--- config.mk ---
export PLATFORM = sky130hd
export DESIGN_NAME = trigger_sequencer
export DESIGN_NICKNAME = d
export VERILOG_FILES = /design/src/rtl/trigger_pkg.sv /design/src/rtl/trigger_channel.sv /design/src/rtl/trigger_sequencer.sv
export SDC_FILE = /design/constraint.sdc
export NUM_CORES = 1
export LEC_CHECK = 0
export BUFFER_PORTS_ARGS = -buffer_cell sky130_fd_sc_hd__buf_2
export CAP_MARGIN = 20
export CORE_AREA = 2 2 105 107
export DETAILED_ROUTE_END_ITERATION = 12
export DIE_AREA = 0 0 107 109
export GPL_ROUTABILITY_DRIVEN = 0
export PLACE_DENSITY_LB_ADDON = 0.12
export SLEW_MARGIN = 10
export SYNTH_ARGS = -nofsm -noshare
export SYNTH_HDL_FRONTEND = slang
export SYNTH_HIERARCHICAL = 1
export SYNTH_SLANG_ARGS = --single-unit
--- constraint.sdc ---
create_clock -name clk -period 4.3 [get_ports clk]
set_input_delay 0.43 -clock clk [delete_from_list [all_inputs] [get_ports clk]]
set_output_delay 0.43 -clock clk [all_outputs]
set_load 0.1 [all_outputs]
--- src/rtl/trigger_pkg.sv ---
// Shared types and constants for the multi-channel trigger sequencer.
package trigger_pkg;

  localparam int FRAME_LEN_DEFAULT = 10;

  // One-hot state encodings, so each state decodes from a single flop.
  localparam logic [3:0] ST_IDLE_OH   = 4'b0001;
  localparam logic [3:0] ST_ALIGN_OH  = 4'b0010;
  localparam logic [3:0] ST_DELAY_OH  = 4'b0100;
  localparam logic [3:0] ST_ACTIVE_OH = 4'b1000;

  typedef enum logic [3:0] {
    IDLE   = ST_IDLE_OH,
    ALIGN  = ST_ALIGN_OH,
    DELAY  = ST_DELAY_OH,
    ACTIVE = ST_ACTIVE_OH
  } ch_state_t;

endpackage

--- src/rtl/trigger_channel.sv ---
// One trigger channel: waits for a frame boundary, counts delay frames, then
// holds is_trigger for a latched number of frames. Tracks a sticky overrun flag.
module trigger_channel
  import trigger_pkg::*;
#(
  parameter int DELAY_W = 8,
  parameter int HOLD_W  = 4
) (
  input  logic               clk,
  input  logic               reset,
  input  logic               trig,
  input  logic               en,
  input  logic [DELAY_W-1:0] delay,
  input  logic [HOLD_W-1:0]  hold,
  input  logic               frame_end,
  input  logic               overrun_clr,
  output logic               is_trigger,
  output logic               busy,
  output logic               overrun
);

  ch_state_t          state;
  logic [DELAY_W-1:0] delay_lat;
  logic [HOLD_W-1:0]  hold_lat;
  logic [DELAY_W-1:0] dcnt;
  logic [HOLD_W-1:0]  hcnt;

  assign busy = (state != IDLE);

  // Settings are latched on acceptance so later input changes cannot disturb
  // a sequence already in flight.
  always_ff @(posedge clk) begin
    if (reset) begin
      state      <= IDLE;
      is_trigger <= 1'b0;
      overrun    <= 1'b0;
      delay_lat  <= '0;
      hold_lat   <= '0;
      dcnt       <= '0;
      hcnt       <= '0;
    end else begin
      if (trig && en && state != IDLE)
        overrun <= 1'b1;
      else if (overrun_clr)
        overrun <= 1'b0;

      if (!en) begin
        state      <= IDLE;
        is_trigger <= 1'b0;
      end else begin
        case (state)
          IDLE: begin
            if (trig) begin
              state     <= ALIGN;
              delay_lat <= delay;
              hold_lat  <= (hold == '0) ? HOLD_W'(1) : hold;
            end
          end
          ALIGN: begin
            if (frame_end) begin
              if (delay_lat != '0) begin
                state <= DELAY;
                dcnt  <= delay_lat;
              end else begin
                state      <= ACTIVE;
                is_trigger <= 1'b1;
                hcnt       <= hold_lat;
              end
            end
          end
          DELAY: begin
            if (frame_end) begin
              if (dcnt == DELAY_W'(1)) begin
                state      <= ACTIVE;
                is_trigger <= 1'b1;
                hcnt       <= hold_lat;
              end else begin
                dcnt <= dcnt - DELAY_W'(1);
              end
            end
          end
          ACTIVE: begin
            if (frame_end) begin
              if (hcnt == HOLD_W'(1)) begin
                state      <= IDLE;
                is_trigger <= 1'b0;
              end else begin
                hcnt <= hcnt - HOLD_W'(1);
              end
            end
          end
          default: begin
            state      <= IDLE;
            is_trigger <= 1'b0;
          end
        endcase
      end
    end
  end

endmodule

--- src/rtl/trigger_sequencer.sv ---
// Multi-channel trigger sequencer aligned to serial TX frame boundaries.
// Optional macro TRIG_SYNC_EN: synchronise and edge-detect each trigger_pulse bit.
module trigger_sequencer
  import trigger_pkg::*;
#(
  parameter  int FRAME_LEN = FRAME_LEN_DEFAULT,
  parameter  int NUM_CH    = 4,
  parameter  int DELAY_W   = 8,
  parameter  int HOLD_W    = 4,
  localparam int CNT_W     = $clog2(FRAME_LEN)
) (
  input  logic                      clk,
  input  logic                      reset,
  input  logic                      bit_tick,
  input  logic [NUM_CH-1:0]         trigger_pulse,
  input  logic [NUM_CH-1:0]         ch_enable,
  input  logic [NUM_CH*DELAY_W-1:0] delay_frames,
  input  logic [HOLD_W-1:0]         hold_frames,
  input  logic [NUM_CH-1:0]         overrun_clr,
  output logic [NUM_CH-1:0]         is_trigger,
  output logic [CNT_W-1:0]          tx_counter,
  output logic                      frame_end,
  output logic                      busy,
  output logic [NUM_CH-1:0]         overrun
);

  logic [NUM_CH-1:0] trig_req;
  logic [NUM_CH-1:0] ch_busy;

  assign frame_end = bit_tick && (tx_counter == CNT_W'(FRAME_LEN - 1));

  always_ff @(posedge clk) begin
    if (reset)
      tx_counter <= '0;
    else if (bit_tick)
      tx_counter <= (tx_counter == CNT_W'(FRAME_LEN - 1)) ? '0 : tx_counter + CNT_W'(1);
  end

`ifdef TRIG_SYNC_EN
  logic [NUM_CH-1:0] sync1, sync2, sync3;

  // Asynchronous inputs: two flops for metastability, a third for the edge.
  always_ff @(posedge clk) begin
    if (reset) begin
      sync1 <= '0;
      sync2 <= '0;
      sync3 <= '0;
    end else begin
      sync1 <= trigger_pulse;
      sync2 <= sync1;
      sync3 <= sync2;
    end
  end

  assign trig_req = sync2 & ~sync3;
`else
  assign trig_req = trigger_pulse;
`endif

  for (genvar i = 0; i < NUM_CH; i++) begin : g_ch
    trigger_channel #(
      .DELAY_W(DELAY_W),
      .HOLD_W (HOLD_W)
    ) u_ch (
      .clk        (clk),
      .reset      (reset),
      .trig       (trig_req[i]),
      .en         (ch_enable[i]),
      .delay      (delay_frames[i*DELAY_W +: DELAY_W]),
      .hold       (hold_frames),
      .frame_end  (frame_end),
      .overrun_clr(overrun_clr[i]),
      .is_trigger (is_trigger[i]),
      .busy       (ch_busy[i]),
      .overrun    (overrun[i])
    );
  end

  assign busy = |ch_busy;

endmodule

Word-level counts from Yosys, hierarchy flattened

Index checks and enable logic that the tools add are counted.
Widths: inputs -> output; s select.

Input port bits: 51
Bits in registers: 124

Bitwise logic cells: 8
Reduce and logical (&&, ||, !) cells: 51
$add $sub $neg: 9
Muxes and demuxes: 118
Equality and inequality tests: 69

Operators with widths:

| operator            | number |
|---|---|
| $mux 4              | 54 |
| $mux 8              | 16 |
| $pmux 4 s4          | 4 |
| $pmux 8 s2          | 4 |
| $ne 2x2->1 const B  | 28 |
| $pmux 4 s3          | 4 |
| $reduce_and 6->1    | 8 |
| $eq 4x1->1 const B  | 8 |
| $eq 8x1->1 const B  | 4 |
| $mux 1              | 32 |
| $reduce_and 8->1    | 4 |
| $reduce_bool 8->1   | 4 |
| $sub 8x1->8 const B | 4 |
| $reduce_and 7->1    | 4 |
| $ne 2x1->1 const B  | 12 |
| $eq 4x4->1 const B  | 5 |
| $eq 4x2->1 const B  | 4 |
| $eq 4x3->1 const B  | 4 |
| $ne 4x1->1 const B  | 4 |
| $pmux 1 s4          | 4 |
| $reduce_bool 2->1   | 8 |
| $sub 4x1->4 const B | 4 |
| $reduce_and 3->1    | 4 |
| $reduce_bool 3->1   | 4 |
| other kinds (6)     | 24 |

Logic depth before layout (Yosys ltp)

Gate-level depths: netlist (run 1).

Depth in word-level cells: 4
Mapped depth: 8

By module

Netlist (run 1), hierarchy kept.

By module, submodules not included:

| module                             | instances | area each (µm²) | cells each | sequential area each (µm²) |
|---|---|---|---|---|
| trigger_channel (g_ch[0].u_ch ...) | 2         | 1,601.5         | 205        | 600.6 |
| trigger_channel (g_ch[1].u_ch ...) | 2         | 1,585.3         | 205        | 600.6 |
| trigger_sequencer                  | 1         | 188.9           | 21         | 80.1 |

Worst setup path after synthesis (run 1)

No wires, ideal clock.

Path type: flip-flop to flip-flop
From: register tx_counter[3]
To: register g_ch[0].u_ch.hcnt[2]
Data arrival time: 5.493 ns
Stages on the path, launching flop included: 7
Slack: -1.311 ns
Library setup time: 0.117 ns
Data required time: 4.183 ns
Period minus slack after synthesis: 5.611 ns
Cells stage by stage: dfxtp_1 nor2b_1 nor3b_1 nand2_1 nor4b_4 o21ai_1 a32o_1

Word-level cells in the longest chain between the ends: 4

RTL lines:

| element                        | line                    | text |
|---|---|---|
| start, declared                | trigger_sequencer.sv:21 | `output logic [CNT_W-1:0] tx_counter,` |
| start signal, assigned         | trigger_sequencer.sv:36 | `tx_counter <= (tx_counter == CNT_W'(FRAME_LEN - 1)) ? '0 : tx_counter + CNT_W'(1);` |
| $eq 4x4->1 (*)                 | trigger_sequencer.sv:30 | `assign frame_end = bit_tick && (tx_counter == CNT_W'(FRAME_LEN - 1));` |
| $logic_and 1x1->1 (*)          | trigger_sequencer.sv:30 |  |
| named net frame_end            | trigger_sequencer.sv:22 | `output logic frame_end,` |
| $ne 2x2->1 (no line)           | --                      |  |
| $reduce_and 8->1 (no line) (*) | --                      |  |
| end signal, assigned           | trigger_channel.sv:67   | `hcnt <= hold_lat;` |
| end signal, assigned           | trigger_channel.sv:76   | `hcnt <= hold_lat;` |
| end signal, assigned           | trigger_channel.sv:88   | `hcnt <= hcnt - HOLD_W'(1);` |
| end, declared                  | trigger_channel.sv:26   | `logic [HOLD_W-1:0] hcnt;` |

Mark *: on every way through the listed nets, which the timed path passes. The rest lies on a longest branch.
A chain may end at the register's enable or synchronous reset.

Worst setup path after layout (run 1)

From: register g_ch[1].u_ch.state[3]
To: output busy

Word-level cells in the longest chain between the ends: 2

RTL lines:

| element                | line                    | text |
|---|---|---|
| start, declared        | trigger_channel.sv:22   | `ch_state_t state;` |
| start signal, assigned | trigger_channel.sv:34   | `state <= IDLE;` |
| start signal, assigned | trigger_channel.sv:48   | `state <= IDLE;` |
| start signal, assigned | trigger_channel.sv:54   | `state <= ALIGN;` |
| $ne 4x1->1             | trigger_channel.sv:28   | `assign busy = (state != IDLE);` |
| named net ch_busy[1]   | trigger_sequencer.sv:28 | `logic [NUM_CH-1:0] ch_busy;` |
| $reduce_or 4->1        | trigger_sequencer.sv:79 | `assign busy = \|ch_busy;` |
| end, declared          | trigger_sequencer.sv:23 | `output logic busy,` |

The timed path passes the listed nets, and every way through them passes these cells.

==> flow_metrics.env, run 1 <==
export IMPL_status="finished, final reports clean"
export IMPL_slew_violations=0
export IMPL_min_from="delay_frames[3]"
export IMPL_path_delay_family="simple AND/OR/NAND/NOR gates"
export IMPL_pwr_share_seq_pct=43.4
export IMPL_cts_sinks=124
export IMPL_grt_max_degree=105
export IMPL_synth_xor_area_share_pct=0.801
export IMPL_critPathMaxStageDelay_ps=620
export IMPL_maxCapViolations=0
export IMPL_die_height_um=109
export IMPL_cp_num_buf_inv=2
export IMPL_fin_cells=1033
export IMPL_synth_distinct_cells=47
export IMPL_drt_iter0_drc=486
export IMPL_synth_enable_flop_cells=0
export IMPL_synthFlopType="dfxtp_1"
export IMPL_drc=0
export IMPL_routed_via_density=6.00
export IMPL_r2r_end="g_ch[0].u_ch/hcnt[2]"
export IMPL_powerDensity_nw_per_um2=376
export IMPL_period_minus_slack_ps=3110
export IMPL_gr_usage_all_layers_pct=28.0
export IMPL_dp_cells=1002
export IMPL_timing_critical_path_required_ps=3870
export IMPL_worst_pin_slew_ps=1110
export IMPL_yosysSeqAreaShare_pct=37.8
export IMPL_p_switching_mw=0.703
export IMPL_fillers=897
export IMPL_drive_gt1_share_pct=15.8
export IMPL_synth_compound_area_share_pct=21.7
export IMPL_postCtsSetupBuffers=0
export IMPL_num_rows=38
export IMPL_ys_ff_latch=124
export IMPL_cts_clk_slew_worst_paths_ps=60
export IMPL_num_vias=6196
export IMPL_tritoncts="yes"
export IMPL_antenna_found_initial=0
export IMPL_grt_pass1_wl_um=26500
export IMPL_io_buffer_count=64
export IMPL_drt_total_wl_um=15800
export IMPL_initial_utilization_pct=61.9
export IMPL_clk_latency_ps=530
export IMPL_min_path_type="input port to flip-flop"
export IMPL_ctsHoldBuffers=0
export IMPL_slowest_stage="nor4b_1"
export IMPL_critPathLaunchType="flip-flop"
export IMPL_r2r_start="g_ch[0].u_ch/state[3]"
export IMPL_drt_pass1_iter_count=4
export IMPL_setup_viol=0
export IMPL_die_area_sq_um=11700
export IMPL_path_class="flip-flop to output pin"
export IMPL_hpwl_um=10700
export IMPL_finalSetupTns_ps=0
export IMPL_cts_buffer_depth=2
export IMPL_ys_warnings_count=6
export IMPL_worst_slack_ps=1190
export IMPL_path_cells="nor4b_1, inv_1, or4_1, buf_2"
export IMPL_ant_nets=0
export IMPL_synthToLayoutAreaGrowth_pct=13.5
export IMPL_grt_pass1_vias=5840
export IMPL_htreeDepth=4
export IMPL_end_kind="output pin"
export IMPL_skew_ps=5.23
export IMPL_wl_per_cell_um=15.3
export IMPL_critPathMaxFanout=9
export IMPL_die_w_um=107
export IMPL_clockPowerShare_pct=47.6
export IMPL_ir_worst_vdd_mv=0.330
export IMPL_grt_overflow=0
export IMPL_clockRootBuffer="clkbuf_8"
export IMPL_r2r_slack_ps=1690
export IMPL_rsz0062_at_grt="false"
export IMPL_synth_avg_cell_area_sq_um=7.80
export IMPL_muxShareOfSynthArea_pct=2.44
export IMPL_hold_viol_final=0
export IMPL_fin_crit_sh_pct=72.4
export IMPL_holdPathStages=3
export IMPL_relSlewSlack_pct=25.9
export IMPL_dp_slack_ps=1760
export IMPL_fmax_mhz=321
export IMPL_worstPathArrival_ps=2680
export IMPL_synth_top_family_by_area="simple AND/OR/NAND/NOR gates"
export IMPL_yosys_area_share_adder_pct=3.05
export IMPL_r2r_cells=5
export IMPL_intPower_mw=2.10
export IMPL_p_sw_share_pct=25.1
export IMPL_leakagePower_nw=2.68
export IMPL_diodes=0
export IMPL_hold_end="g_ch[0].u_ch/delay_lat[3]"
export IMPL_synth_nets=908
export IMPL_synth_simple_area_share_pct=29.3
export IMPL_cts_buffers=17
export IMPL_p_comb_share_pct=9.0
export IMPL_syn_inst=841
export IMPL_syn_area_sq_um=6560
export IMPL_core_area_sq_um=10600
export IMPL_ios=65
export IMPL_nNetsFinal=948
export IMPL_timing_hold_ws_ps=135
export IMPL_synthArstFlopShare_pct=0
export IMPL_post_cts_resize_count=0
[per-layer routing]
layer / global-route usage, % / share of wire [%]
met3: 5.62 / 4.9
met4: 12.7 / 2.4
met2: 45.4 / 48
met1: 36.1 / 45
met5: 0 / 0
[worst reg2reg max path: cells and delay by family, from the launching register on]
kind,cells,cell delay [ps]
simple gates,2,1250
compound gates,3,760
flops,1,490
[cell families after synthesis]
family                   Yosys count
flip-flops                       124
AND/OR/NAND/NOR                  367
multiplexers                      16
XOR/XNOR                           6
adder cells (fa/ha/maj)           16
buffers and inverters             82
AO/OA/AOI/OAI                    230
[metrics by stage]
stage | power (mW) | instance area [sq um] | utilization (%)
2_1_floorplan | 1.41 | 6570 | -
3_3_place_gp | 1.48 | 6900 | 65.0
3_5_place_dp | 1.49 | 6900 | 65.0
4_1_cts | 2.82 | 7450 | 70.3
5_1_grt | 2.90 | 7450 | 70.3
6_report | 2.80 | 7450 | 70.3
[worst max-delay path by stage]
stage	startpoint	end	slack (ps)	cells past startpoint
2_1_floorplan	tx_counter[3]	g_ch[0].u_ch/hcnt[2]	220	6
3_3_place_gp	g_ch[0].u_ch/state[3]	busy	1800	4
3_5_place_dp	g_ch[2].u_ch/state[3]	busy	1760	4
4_1_cts	g_ch[3].u_ch/state[3]	busy	1190	4
5_1_grt	g_ch[1].u_ch/state[0]	busy	1040	4
6_report	g_ch[1].u_ch/state[3]	busy	1190	4
[Yosys cell counts (2+ instances only)]
cell / instances / area, sq um
nand3_1: 21 / 105
or4b_2: 8 / 80.1
mux2i_1: 16 / 160
nor3_1: 32 / 160
o21ai_1: 8 / 40.0
nor4_1: 14 / 87.6
a21o_1: 12 / 90.1
nand2_1: 131 / 492
and3_1: 4 / 25.0
o311a_1: 4 / 40.0
nor4b_1: 8 / 70.1
inv_1: 38 / 143
or4_4: 4 / 45.0
o2111ai_1: 4 / 35.0
a32o_1: 8 / 80.1
nor2b_1: 2 / 12.5
ha_1: 16 / 200
dfxtp_1: 124 / 2480
nor2_1: 78 / 293
o211ai_1: 8 / 60.1
o41a_1: 2 / 22.5
nor4b_4: 4 / 95.1
clkbuf_1: 34 / 128
o2111ai_2: 4 / 60.1
o41ai_1: 4 / 35.0
or2_2: 18 / 113
a32oi_1: 2 / 17.5
o21ai_0: 40 / 200
a21oi_1: 119 / 596
or3_1: 9 / 56.3
o32ai_1: 2 / 17.5
nor3b_1: 15 / 113
xor2_1: 5 / 43.8
buf_2: 10 / 50.1
a211oi_1: 4 / 30.0
a31oi_1: 2 / 12.5
nand3b_1: 2 / 15.0
o41a_4: 2 / 42.5
nor4b_2: 4 / 60.1
and2_1: 6 / 37.5
or4b_1: 4 / 40.0
a2bb2oi_1: 4 / 35.0
[placed cells by master, fill, tap and decap left out, types with 5 or more instances in the layout]
cell type / instances
a21o_1: 12
a21oi_1: 119
a32o_1: 8
and2_1: 6
buf_2: 63
clkbuf_16: 16
clkbuf_8: 6
dfxtp_1: 124
ha_1: 16
inv_1: 38
mux2i_1: 16
nand2_1: 131
nand3_1: 21
nor2_1: 78
nor3_1: 32
nor3b_1: 14
nor4_1: 14
nor4b_1: 8
o211ai_1: 8
o21ai_0: 40
o21ai_1: 8
or2_2: 18
or3_1: 9
or4b_2: 8
xor2_1: 5
[power groups by stage]
stage                     combinational (mW)  sequential, mW  clock [mW]
after floorplan                        0.152            1.26           0
after global placement                 0.243            1.24           0
after detailed placement               0.249            1.24           0
after CTS                              0.251            1.21        1.35
after global routing                   0.276            1.22        1.40
final                                  0.253            1.22        1.33
[state kept, by name, summed over array words and instances (netlist names)]
register              count
g_ch.u_ch/dcnt           32
g_ch.u_ch/delay_lat      32
g_ch.u_ch/hcnt           16
g_ch.u_ch/hold_lat       16
g_ch.u_ch/state          16
g_ch.u_ch/is_trigger      4
g_ch.u_ch/overrun         4
tx_counter                4
[layout make-up]
type / instances / area, sq um / share of cell area, %
multi-input combinational: 635 / 3760 / 50.5
sequential: 124 / 2480 / 33.3
inverter: 38 / 143 / 1.91
timing repair buffer: 65 / 330 / 4.43
clock inverter: 6 / 60.1 / 0.806
tap: 140 / 175 / 2.35
clock buffer: 25 / 494 / 6.63
Note: power is estimated with default switching activity, not from simulation.
==> run 2, diff against run 1 <==
- CORE_AREA: 2 2 105 107 -> 2 2 109 111
- DIE_AREA: 0 0 107 109 -> 0 0 111 113
- clock period: 4.3 -> 3 ns (I/O delays scaled with it)
==> flow_metrics.env, run 2 (synthesis results as in run 1) <==
export IMPL_r2r_cells=5
export IMPL_num_vias=6177
export IMPL_path_class="flip-flop to output pin"
export IMPL_grt_pass1_vias=5772
export IMPL_htreeDepth=4
export IMPL_min_path_type="input port to flip-flop"
export IMPL_critPathMaxFanout=9
export IMPL_ios=65
export IMPL_fmax_mhz=379
export IMPL_fillers=937
export IMPL_hold_end="g_ch[1].u_ch/delay_lat[5]"
export IMPL_routed_via_density=5.88
export IMPL_rsz0062_at_grt="false"
export IMPL_status="finished, final reports clean"
export IMPL_final_core_util_pct=67.5
export IMPL_timing_hold_ws_ps=120
export IMPL_powerDensity_nw_per_um2=543
export IMPL_leakagePower_nw=2.75
export IMPL_dp_slack_ps=469
export IMPL_holdPathStages=3
export IMPL_maxCapViolations=0
export IMPL_seq_area_sq_um=2490
export IMPL_diodes=0
export IMPL_cts_buffer_depth=2
export IMPL_drt_pass1_iter_count=5
export IMPL_final_cell_mix="nand2_1 (131), dfxtp_1 (120), a21oi_1 (119), nor2_1 (78), buf_2 (63)"
export IMPL_drt_total_wl_um=15700
export IMPL_initial_utilization_pct=58.2
export IMPL_final_common_cell="nand2_1"
export IMPL_relSlewSlack_pct=46.4
export IMPL_skew_ps=4.59
export IMPL_r2r_end="g_ch[1].u_ch/hcnt[2]"
export IMPL_die_height_um=113
export IMPL_postCtsSetupBuffers=0
export IMPL_gr_usage_all_layers_pct=25.3
export IMPL_hold_viol_final=0
export IMPL_r2r_slack_ps=410
export IMPL_clockRootBuffer="clkbuf_16"
export IMPL_tritoncts="yes"
export IMPL_die_w_um=111
export IMPL_cts_buffers=17
export IMPL_worst_pin_slew_ps=801
export IMPL_grt_pass1_wl_um=26400
export IMPL_ctsHoldBuffers=0
export IMPL_drt_iter0_drc=438
export IMPL_reg_largest_list="g_ch.u_ch/dcnt x32, g_ch.u_ch/delay_lat x32"
export IMPL_cts_sinks=124
export IMPL_fin_crit_sh_pct=88.0
export IMPL_path_cells="nor4b_2, inv_1, or4_1, buf_2"
export IMPL_cts_clk_slew_worst_paths_ps=60
export IMPL_multiInputGateArea_sq_um=3780
export IMPL_drc=0
export IMPL_io_buffer_count=64
export IMPL_r2r_start="g_ch[1].u_ch/state[3]"
export IMPL_slowest_stage="or4_1"
export IMPL_num_rows=39
export IMPL_core_area_sq_um=11300
export IMPL_nNetsFinal=962
export IMPL_ir_worst_vdd_mv=0.534
export IMPL_critPathMaxStageDelay_ps=530
export IMPL_ant_nets=0
export IMPL_worstPathArrival_ps=2340
export IMPL_grt_max_degree=62
export IMPL_antenna_found_initial=0
export IMPL_slew_violations=0
export IMPL_end_kind="output pin"
export IMPL_critPathLaunchType="flip-flop"
export IMPL_grt_overflow=0
export IMPL_drive_gt1_share_pct=17.2
export IMPL_hpwl_um=10600
export IMPL_die_area_sq_um=12500
export IMPL_period_minus_slack_ps=2640
export IMPL_wl_per_cell_um=15.0
export IMPL_synthToLayoutAreaGrowth_pct=15.9
export IMPL_min_from="delay_frames[13]"
export IMPL_clk_latency_ps=420
export IMPL_timing_critical_path_required_ps=2700
export IMPL_setup_viol=0
export IMPL_worst_slack_ps=359
## run 2: per-layer routing
metal	part of all wire, %	GRT usage (%)	wire length (um)
met3	4.8	5.25	756
met1	46	32.0	7250
met4	2.1	9.92	326
met2	47	42.5	7400
met5	0	0	0
## run 2: critical path, delay by kind of cell (launching register included)
kind / cells / cell delay [ps]
flip-flops: 1 / 400
AND/OR/NAND/NOR: 2 / 980
buffers and inverters: 2 / 540
## run 2: worst max path at each step
stage	startpoint	depth (start not counted)	slack, ps	end
6_report	g_ch[3].u_ch/state[3]	4	360	busy
5_1_grt	g_ch[0].u_ch/state[0]	5	210	busy
4_1_cts	g_ch[3].u_ch/state[3]	4	100	busy
3_5_place_dp	g_ch[3].u_ch/state[3]	5	470	g_ch[3].u_ch/hcnt[2]
3_3_place_gp	g_ch[0].u_ch/state[3]	5	620	g_ch[0].u_ch/hcnt[2]
2_1_floorplan	tx_counter[3]	6	-10	g_ch[1].u_ch/hcnt[2]
## run 2: area by class of cell
cell class / instances / area share [%]
well taps: 143 / 2.35
clock inverters: 8 / 1.55
flip-flops and latches: 124 / 32.8
inverters: 38 / 1.88
multi-input cells: 635 / 49.8
repair buffers: 79 / 5.73
clock buffers: 24 / 5.94
## run 2: repair_timing
action                                 4_1_cts  5_1_grt
endpoints found under the hold margin        0        0
setup endpoints to repair                    0        1
gates resized for setup                      0        1
## run 2: power breakdown
| group | leakage [nW] | internal [mW] | switching [mW] |
|---|---|---|---|
| Sequential | 1.01 | 1.70 | 0.0461 |
| Clock | 0.267 | 1.30 | 0.718 |
| Combinational | 1.48 | 0.121 | 0.252 |
| Total | 2.75 | 3.11 | 1.02 |
## run 2: stage by stage
step                TNS (ps)  instance area [sq um]  total power [mW]  instances
floorplan              -73.5                   6590              2.02        841
global placement           0                   7030              2.13       1019
detailed placement         0                   7030              2.14       1019
CTS                        0                   7600              4.16       1051
global route               0                   7600              4.28       1051
finish                     0                   7600              4.13       1051
